--- config.mk ---
export PLATFORM = sky130hd
export DESIGN_NAME = fnd_scan_apb
export DESIGN_NICKNAME = d
export VERILOG_FILES = /design/src/rtl/fnd_scan_apb.sv
export SDC_FILE = /design/constraint.sdc
export NUM_CORES = 1
export LEC_CHECK = 0
export CORE_MARGIN = 4
export CORE_UTILIZATION = 53
export CTS_CLUSTER_DIAMETER = 60
export CTS_CLUSTER_SIZE = 12
export DETAILED_ROUTE_END_ITERATION = 12
export PLACE_DENSITY = 0.77
export SYNTH_ARGS = -nofsm -noshare
export SYNTH_HDL_FRONTEND = slang
export SYNTH_SLANG_ARGS = --single-unit
export TNS_END_PERCENT = 5
--- constraint.sdc ---
create_clock -name PCLK -period 2.2 [get_ports PCLK]
set_clock_uncertainty 0.15 [all_clocks]
set_input_delay 0.33 -clock PCLK [delete_from_list [all_inputs] [get_ports PCLK]]
set_output_delay 0.33 -clock PCLK [all_outputs]
set_load 0.05 [all_outputs]
--- src/rtl/fnd_scan_apb.sv ---
// rtl/fnd_scan_apb.sv - APB multi-digit 7-segment scan controller with BCD conversion
//
// Purpose: holds CR/DR/DPR/PSR/SR registers on APB, converts DR to BCD with a
// sequential double-dabble engine (or passes nibbles through in hex mode),
// double-buffers the result and time-multiplexes it onto the FND pins.
// Ports:
//   PCLK, PRESET                   clock, synchronous active-high reset
//   PADDR/PWDATA/PWRITE/PENABLE/PSEL  APB request, PADDR[4:2] selects register
//   PRDATA/PREADY                  registered APB response, one wait state
//   fndComm                        digit enables, active-low, bit 0 = rightmost
//   fndFont                        segments, active-low, bit 7 = dp
// Build option: FND_LZB_EN implements CR.LZB (leading-zero blanking).
module fnd_scan_apb #(
  parameter int DIGITS   = 4,
  parameter int BIN_W    = 14,
  parameter int SCAN_DIV = 100_000
) (
  input  logic              PCLK,
  input  logic              PRESET,
  input  logic [4:0]        PADDR,
  input  logic [31:0]       PWDATA,
  input  logic              PWRITE,
  input  logic              PENABLE,
  input  logic              PSEL,
  output logic [31:0]       PRDATA,
  output logic              PREADY,
  output logic [DIGITS-1:0] fndComm,
  output logic [7:0]        fndFont
);
  localparam int DW    = (DIGITS > 1) ? $clog2(DIGITS) : 1;
  localparam int CW    = $clog2(BIN_W + 1);
  localparam int BCD_W = 40;  // ten BCD digits cover any 32-bit value
  localparam logic [DW-1:0] LAST_DIG = DW'(DIGITS - 1);
  localparam logic [CW-1:0] LAST_IT  = CW'(BIN_W - 1);

  typedef enum logic [1:0] {S_IDLE, S_LOAD, S_SHIFT, S_DONE} state_t;

  // APB / register state
  logic              pready_q, en_q, hex_q, lzb;
  logic [31:0]       prdata_q, dr_q, rdata;
  logic [DIGITS-1:0] dpr_q;
  logic [19:0]       psr_q;
  // conversion and buffers
  state_t            state_q;
  logic [CW-1:0]     cnt_q;
  logic [31:0]       bin_q;
  logic [BCD_W-1:0]  bcd_q, bcd_adj;
  logic              mode_hex_q, ovf_q, pend_v_q;
  logic [4*DIGITS-1:0] pend_q, disp_q;
  logic [DIGITS-1:0] pend_blank_q, disp_blank_q, blank_d;
  // scan
  logic [19:0]       presc_q;
  logic [DW-1:0]     digit_q;
  logic [DIGITS-1:0] comm_q;
  logic [7:0]        font_q;

  logic access, wr_cr, wr_dr, wr_dpr, wr_psr, start, busy, tick, wrap, disp_load, done_fire;
  logic unused_ok;

  assign access = PSEL & PENABLE & ~pready_q;
  assign wr_cr  = access & PWRITE & (PADDR[4:2] == 3'd0);
  assign wr_dr  = access & PWRITE & (PADDR[4:2] == 3'd1);
  assign wr_dpr = access & PWRITE & (PADDR[4:2] == 3'd2);
  assign wr_psr = access & PWRITE & (PADDR[4:2] == 3'd3);
  // a new DR value or a mode flip restarts conversion, aborting any in flight
  assign start  = wr_dr | (wr_cr & (PWDATA[1] != hex_q));
  assign busy   = (state_q != S_IDLE);
  assign done_fire = (state_q == S_DONE) & ~start;
  assign tick   = en_q & (presc_q == psr_q);
  assign wrap   = tick & (digit_q == LAST_DIG);
  assign disp_load = pend_v_q & (wrap | ~en_q);
  assign unused_ok = ^PADDR[1:0];

  assign PRDATA  = prdata_q;
  assign PREADY  = pready_q;
  assign fndComm = comm_q;
  assign fndFont = font_q;

  always_comb begin
    rdata = 32'd0;
    case (PADDR[4:2])
      3'd0: rdata = {29'd0, lzb, hex_q, en_q};
      3'd1: rdata = dr_q;
      3'd2: rdata = 32'(dpr_q);
      3'd3: rdata = {12'd0, psr_q};
      3'd4: rdata = {30'd0, ovf_q, busy};
      default: rdata = 32'd0;
    endcase
  end

  always_ff @(posedge PCLK) begin
    if (PRESET) begin
      pready_q <= 1'b0;
      prdata_q <= 32'd0;
      en_q     <= 1'b0;
      hex_q    <= 1'b0;
      dr_q     <= 32'd0;
      dpr_q    <= '0;
      psr_q    <= 20'(SCAN_DIV);
    end else begin
      pready_q <= access;
      if (access & ~PWRITE) prdata_q <= rdata;
      if (wr_cr) begin
        en_q  <= PWDATA[0];
        hex_q <= PWDATA[1];
      end
      if (wr_dr)  dr_q  <= PWDATA;
      if (wr_dpr) dpr_q <= PWDATA[DIGITS-1:0];
      if (wr_psr) psr_q <= PWDATA[19:0];
    end
  end

`ifdef FND_LZB_EN
  logic lzb_q;
  always_ff @(posedge PCLK) begin
    if (PRESET)     lzb_q <= 1'b0;
    else if (wr_cr) lzb_q <= PWDATA[2];
  end
  assign lzb = lzb_q;

  // blank zero digits from the MSD down until the first non-zero; digit 0 always shown
  always_comb begin
    logic lead;
    blank_d = '0;
    lead    = lzb & ~mode_hex_q;
    for (int i = DIGITS - 1; i >= 1; i--) begin
      if (lead && (bcd_q[4*i +: 4] == 4'd0)) blank_d[i] = 1'b1;
      else lead = 1'b0;
    end
  end
`else
  assign lzb     = 1'b0;
  assign blank_d = '0;
`endif

  // add-3 correction on every BCD nibble that would overflow on the next shift
  always_comb begin
    bcd_adj = bcd_q;
    for (int k = 0; k < BCD_W / 4; k++)
      if (bcd_q[4*k +: 4] >= 4'd5) bcd_adj[4*k +: 4] = bcd_q[4*k +: 4] + 4'd3;
  end

  always_ff @(posedge PCLK) begin
    if (PRESET) begin
      state_q      <= S_IDLE;
      cnt_q        <= '0;
      bin_q        <= 32'd0;
      bcd_q        <= '0;
      mode_hex_q   <= 1'b0;
      ovf_q        <= 1'b0;
      pend_v_q     <= 1'b0;
      pend_q       <= '0;
      pend_blank_q <= '0;
      disp_q       <= '0;
      disp_blank_q <= '0;
    end else begin
      case (state_q)
        S_LOAD: begin
          mode_hex_q <= hex_q;
          cnt_q      <= '0;
          if (hex_q) begin
            bcd_q   <= {8'd0, dr_q};
            state_q <= S_DONE;
          end else begin
            bcd_q   <= '0;
            bin_q   <= dr_q << (32 - BIN_W);  // MSB-align so bit 31 feeds the BCD chain
            state_q <= S_SHIFT;
          end
        end
        S_SHIFT: begin
          bcd_q <= {bcd_adj[BCD_W-2:0], bin_q[31]};
          bin_q <= {bin_q[30:0], 1'b0};
          cnt_q <= cnt_q + CW'(1);
          if (cnt_q == LAST_IT) state_q <= S_DONE;
        end
        S_DONE: begin
          if (done_fire) begin
            pend_q       <= bcd_q[4*DIGITS-1:0];
            pend_blank_q <= blank_d;
            ovf_q        <= ~mode_hex_q & (|bcd_q[BCD_W-1:4*DIGITS]);
          end
          state_q <= S_IDLE;
        end
        default: ;
      endcase
      if (start) state_q <= S_LOAD;

      // a result landing on the wrap edge is not yet pending, so it waits one more scan
      if (done_fire)      pend_v_q <= 1'b1;
      else if (disp_load) pend_v_q <= 1'b0;
      if (disp_load) begin
        disp_q       <= pend_q;
        disp_blank_q <= pend_blank_q;
      end
    end
  end

  function automatic logic [6:0] font7(input logic [3:0] d);
    case (d)
      4'h0: font7 = 7'h40; 4'h1: font7 = 7'h79; 4'h2: font7 = 7'h24; 4'h3: font7 = 7'h30;
      4'h4: font7 = 7'h19; 4'h5: font7 = 7'h12; 4'h6: font7 = 7'h02; 4'h7: font7 = 7'h78;
      4'h8: font7 = 7'h00; 4'h9: font7 = 7'h10; 4'hA: font7 = 7'h08; 4'hB: font7 = 7'h03;
      4'hC: font7 = 7'h46; 4'hD: font7 = 7'h21; 4'hE: font7 = 7'h06; default: font7 = 7'h0E;
    endcase
  endfunction

  always_ff @(posedge PCLK) begin
    if (PRESET) begin
      presc_q <= 20'd0;
      digit_q <= '0;
      comm_q  <= '1;
      font_q  <= 8'hFF;
    end else begin
      if (~en_q | wr_psr | tick) presc_q <= 20'd0;
      else                       presc_q <= presc_q + 20'd1;
      if (~en_q)     digit_q <= '0;
      else if (tick) digit_q <= wrap ? '0 : digit_q + DW'(1);
      if (~en_q) begin
        comm_q <= '1;
        font_q <= 8'hFF;
      end else begin
        comm_q <= ~(DIGITS'(1) << digit_q);
        font_q <= {~dpr_q[digit_q],
                   disp_blank_q[digit_q] ? 7'h7F : font7(disp_q[{digit_q, 2'b00} +: 4])};
      end
    end
  end
endmodule
# Yosys cells after proc, flatten, opt, wreduce, memory -nomap -nowiden
# Memory sizes are Yosys's and may differ from the RTL's. A register that Yosys moved wholly into a read port is not among the register bits.
# Cells that the tools add are included.
[op_classes]
n_shift = 2
reduce_logical = 15
bitwise_logic = 25
n_mux = 27
n_addsub = 13
eq_ne = 14
magnitude_cmp = 11
[op_table]
columns = ["cell", "count"]
rows = [
  ["one-hot mux 32 bit (5 select lines)", 1],
  ["one-hot mux 40 bit (2 select lines)", 1],
  ["2-to-1 mux 32 bit", 2],
  ["one-hot mux 32 bit (2 select lines)", 1],
  [">= comparator 4 x 3 -> 1 bit, second input constant", 10],
  ["adder 4 x 2 -> 4 bit, second input constant", 9],
  ["2-to-1 mux 4 bit", 9],
  ["OR reduction 24 bit", 1],
  ["adder 20 x 1 -> 20 bit, second input constant", 1],
  ["equality test 20 bit", 1],
  ["variable part select 16 x 5 -> 4 bit", 1],
  ["bitwise AND 1 bit", 14],
  ["one-hot mux 4 bit (2 select lines)", 1],
  ["AND reduction 2 bit", 4],
  ["equality test 2 bit, second input constant", 3],
  ["equality test 3 x 2 -> 1 bit, second input constant", 2],
  ["2-to-1 mux 1 bit", 6],
  ["inverter 1 bit", 6],
  ["one-hot mux 2 bit (3 select lines)", 1],
  ["nonzero test 2 bit", 3],
  ["OR reduction 2 bit", 3],
  ["adder 4 x 1 -> 4 bit, second input constant", 1],
  ["binary-select mux 1 bit (select 2 bit)", 2],
  ["equality test 4 bit, second input constant", 1],
  ["18 further kinds", 23],
]
[totals]
word_cells = 129
memories = 1
reg_bits = 231
rom_bits = 112
output_inout_bits = 45
[mem_list]
columns = ["memory", "depth", "width", "read_ports", "rd_clocked_by_memory_dff", "write_ports", "line", "text"]
rows = [
  ["(no name shown)", 16, 7, 1, 1, 0, "199", "case (d)"],
]

# Logic depth before layout (Yosys ltp)
[logic_depth]
depth_word = 9
mapped_depth = 9
mapped_depth_nobuf = 7

# Worst setup path after synthesis
# Ideal clock, no wire load.
[synth_timing]
kind = "register -> register"
startpoint = "reg digit_q[0]"
endpoint = "reg font_q[3] (netlist: fndFont[3])"
path_stages_with_launch = 8
t_required_ns = 1.917
synth_period_minus_slack_ns = 2.273
t_arrival_ns = 1.991
setup_slack_ns = -0.073
cell_sequence = "dfxtp_1 > buf_2 > mux4_2 > inv_1 > ha_1 > inv_1 > mux4_2 > nand2b_1"
[synth_via]
elab_chain_cells = 3
word_cells_on_any_way = 4
cone_classes = "shift (1); mux (2); reduce/logical (1)"
[synth_rtl]
columns = ["item", "line", "text"]
rows = [
  ["start: declaration", "53", "logic [DW-1:0] digit_q;"],
  ["start signal: assignment", "217", "else if (tick) digit_q <= wrap ? '0 : digit_q + DW'(1);"],
  ["parallel branches: the longest is 3 deep, another holds variable part select 16 x 5 -> 4 bit", "--", ""],
  ["end: declaration", "55", "logic [7:0] font_q;"],
]
# Parallel ways; which one is timed is not known. The select of a mux whose other input is x is not followed.
# A chain may end at the register's enable or synchronous reset.

# Final worst setup path
[layout_timing]
startpoint = "reg prdata_q[22] (netlist: PRDATA[22])"
endpoint = "out PRDATA[22]"
[layout_rtl]
columns = ["item", "line", "text"]
rows = [
  ["start: declaration", "40", "logic [31:0] prdata_q, dr_q, rdata;"],
  ["start signal: assignment", "102", "if (access & ~PWRITE) prdata_q <= rdata;"],
  ["end: declaration", "25", "output logic [31:0] PRDATA,"],
]
# No word-level cell between the ends.

==> metrics.cfg <==
[run_status]
status = finished, final reports clean

[grt]
grt_max_degree = 125
antenna_found_initial = 0
gr-total-overflow = 0
grt_pass1_vias = 8551
track_usage_pct = 23.5
grt_pass1_wl_mm = 42.9

[critical_path]
worst_setup_path_end_kind = output pin
cp_slowest_stage_delay_ps = 820
path_buf_inv = 1
cp-start-kind = flip-flop
critPathSlowestCell = clkdlybuf4s50_1
cp_data_required_time_ps = 1720
critPathKind = reg2out
arrival_ps = 1680
crit_fanout = 2
crit_family = buffers and inverters
worstPathCellList = clkdlybuf4s50_1

[route]
vias = 8736
drt_iter0_markers = 648
routed_wl_mm = 25.8
antenna_left = 0
drt-pass1-iter-count = 5
drc = 0
vias_per_cell = 5.64
wl_per_cell_um = 16.6

[clocking]
cts_buffers = 22
cts_sinks = 220
hold_buffers = 0
root_buffer = clkbuf_16
cts_tree = done
clockBufferDepth = 3
clk_latency_ps = 500
h-tree-depth = 1
clk_pin_slew_ps = 60

[die]
dieWidth_um = 147
ioPinCount = 87
num_rows = 50
start_util_pct = 54.4
die_h_um = 147
core_mm2 = 0.0189
die_area_mm2 = 0.0217

[placement]
gp_congestion = 0.845
postPlaceCellArea_mm2 = 0.0117
hpwl_mm = 17.9
numPortBuffers = 84

[synthesis]
synthesis.area_mm2 = 0.0103
ys_seq_area_share_pct = 42.8
syn_avg_cell_area_um2 = 8.54
ys_ff_latch = 220
synthesis.nets = 1290
synth_cell_types = 54
synth_flop_cell = dfxtp_1
netlist_instances = 1204
async_flop_share_pct = 0
synth_edf_count = 0
yosys_warnings = 0

[timing]
hold_violations = 0
finalSetupViolCount = 0
finalMaxSlewViolations = 0
max_freq_mhz = 464
slew_headroom_pct = 56.7
rsz0062_at_grt = yes
setup-tns-final_ps = 0
hold_slack_ps = 53.5
min_period_ps = 2160
finalCritPeriodShare_pct = 98.0
worst_pin_slew_ps = 649

[flow_run]
maxCapViolations = 0

[layout]
fin_nets = 1374
final_cell_mix = dfxtp_1, nand2_1, a21oi_1
area_growth_pct = 19.8
drive_gt1_share_pct = 8.69
antenna_cells = 0
fin_area_mm2 = 0.0123
final_common_cell = dfxtp_1
fin_util_pct = 65.2

[pwr]
ir_drop_v = 0.000614
p_leak_nw = 4.69
p_per_area_mw_per_mm2 = 877

[worst_hold_path]
hold_path_class = in2reg

[kinds of logic (layout without fill, tap and decap cells)]
family,after synthesis,after routing,synth area share [%]
adders and majority gates,44,44,5.35
DFF,220,220,42.8
xor gates and xnor gates,58,58,4.94
and+or+nand+nor,448,448,20.0
buffers and inverters,119,204,4.61
muxes,59,59,6.62
AOI/OAI and AO/OA,256,256,15.7
[layout make-up]
class / instances / area (µm²)
multi-input combinational: 865 / 5420
fill: 1608 / 6580
sequential: 220 / 4410
tap: 260 / 325
clock buffer: 23 / 576
inverter: 36 / 135
timing repair buffer: 143 / 1440
clock inverter: 2 / 12.5
[metrics by stage]
| step | total power, W | setup WS [ps] | cells |
|---|---|---|---|
| after global routing | 0.0114 | -13.8 | 1549 |
| after floorplan | 0.00668 | 8.14 | 1204 |
| final | 0.0108 | 44.8 | 1549 |
| after CTS | 0.0108 | 2.32 | 1549 |
| after detailed placement | 0.00754 | -9.27 | 1524 |
| after global placement | 0.00742 | 9.29 | 1524 |
[power by group]
part / total (W) / internal [W] / switching, W
combinational: 0.00293 / 0.00118 / 0.00175
clock: 0.00330 / 0.00184 / 0.00146
sequential: 0.00456 / 0.00427 / 0.000293
[final timing paths]
check,cells after the start,end,from,slack [ps]
setup reg to reg,6,fndFont[3]$_SDFF_PP1_,digit_q[0]$_SDFFE_PP0P_,120
setup / recovery,1,PRDATA[22],PRDATA[22]$_SDFFE_PP0P_,40
hold / removal,2,PRDATA[2]$_SDFFE_PP0P_,PRESET,50
hold reg to reg,2,pend_q[13]$_SDFFE_PP0P_,pend_q[13]$_SDFFE_PP0P_,310
[routing by layer]
metal,track usage (%),part of all wire (%),up-vias,wire length [µm]
met5,0,0,-,0
met3,4.19,6.1,36,1580
met4,5.50,2.1,0,546
met1,31.9,45,4135,11600
li1,-,-,4326,-
met2,39.3,47,239,12100
[repair_timing]
item,CTS,global route
gates resized for setup,3,7
buffers inserted,0,0
endpoints found under the hold margin,0,0
setup endpoints to repair,17,22
cloned,0,0
pin swaps,1,1
[flip-flops by register name, indices dropped and copies added, names as in the netlist, 2 cells and up]
name	cells
PRDATA	32
state_q	2
dr_q	32
psr_q	20
fndFont	8
disp_q	16
bin_q	14
presc_q	20
digit_q	2
dpr_q	4
cnt_q	4
fndComm	4
pend_q	16
bcd_q	40
[cells in the mapped netlist (2+ instances only)]
master / number / share of area, %
buf_1: 6 / 0.22
mux2i_1: 50 / 4.9
and3_1: 24 / 1.5
a21oi_1: 127 / 6.2
and2_1: 3 / 0.18
a22oi_1: 5 / 0.37
nand3b_1: 9 / 0.66
buf_2: 4 / 0.19
mux2_2: 2 / 0.22
a31oi_1: 11 / 0.67
xor2_1: 38 / 3.2
clkbuf_1: 70 / 2.6
nor4_2: 3 / 0.37
nand2b_1: 15 / 0.91
nand4_1: 7 / 0.43
nand3_1: 40 / 1.9
a22o_1: 16 / 1.4
o21ai_1: 4 / 0.19
a32oi_1: 3 / 0.26
nor4b_1: 2 / 0.17
or3_1: 2 / 0.12
nor2b_1: 3 / 0.18
nor3_1: 38 / 1.8
nand2_1: 175 / 6.4
xnor2_1: 20 / 1.7
nor2_1: 118 / 4.3
a211oi_1: 61 / 4.5
o221ai_1: 2 / 0.17
o211ai_1: 5 / 0.37
o31ai_1: 2 / 0.15
mux4_2: 7 / 1.5
nor4_4: 2 / 0.41
inv_1: 35 / 1.3
o21ai_0: 11 / 0.54
ha_1: 44 / 5.4
buf_6: 3 / 0.33
dfxtp_1: 220 / 43
[worst register-to-register path, delay by kind of cell (launching register included)]
family	cells	cell delay, ps
simple gates	1	140
mux	2	1010
flops	1	370
fa+ha+maj	1	160
buf+inv	2	140
No activity file was read; power rests on OpenSTA's default activity.
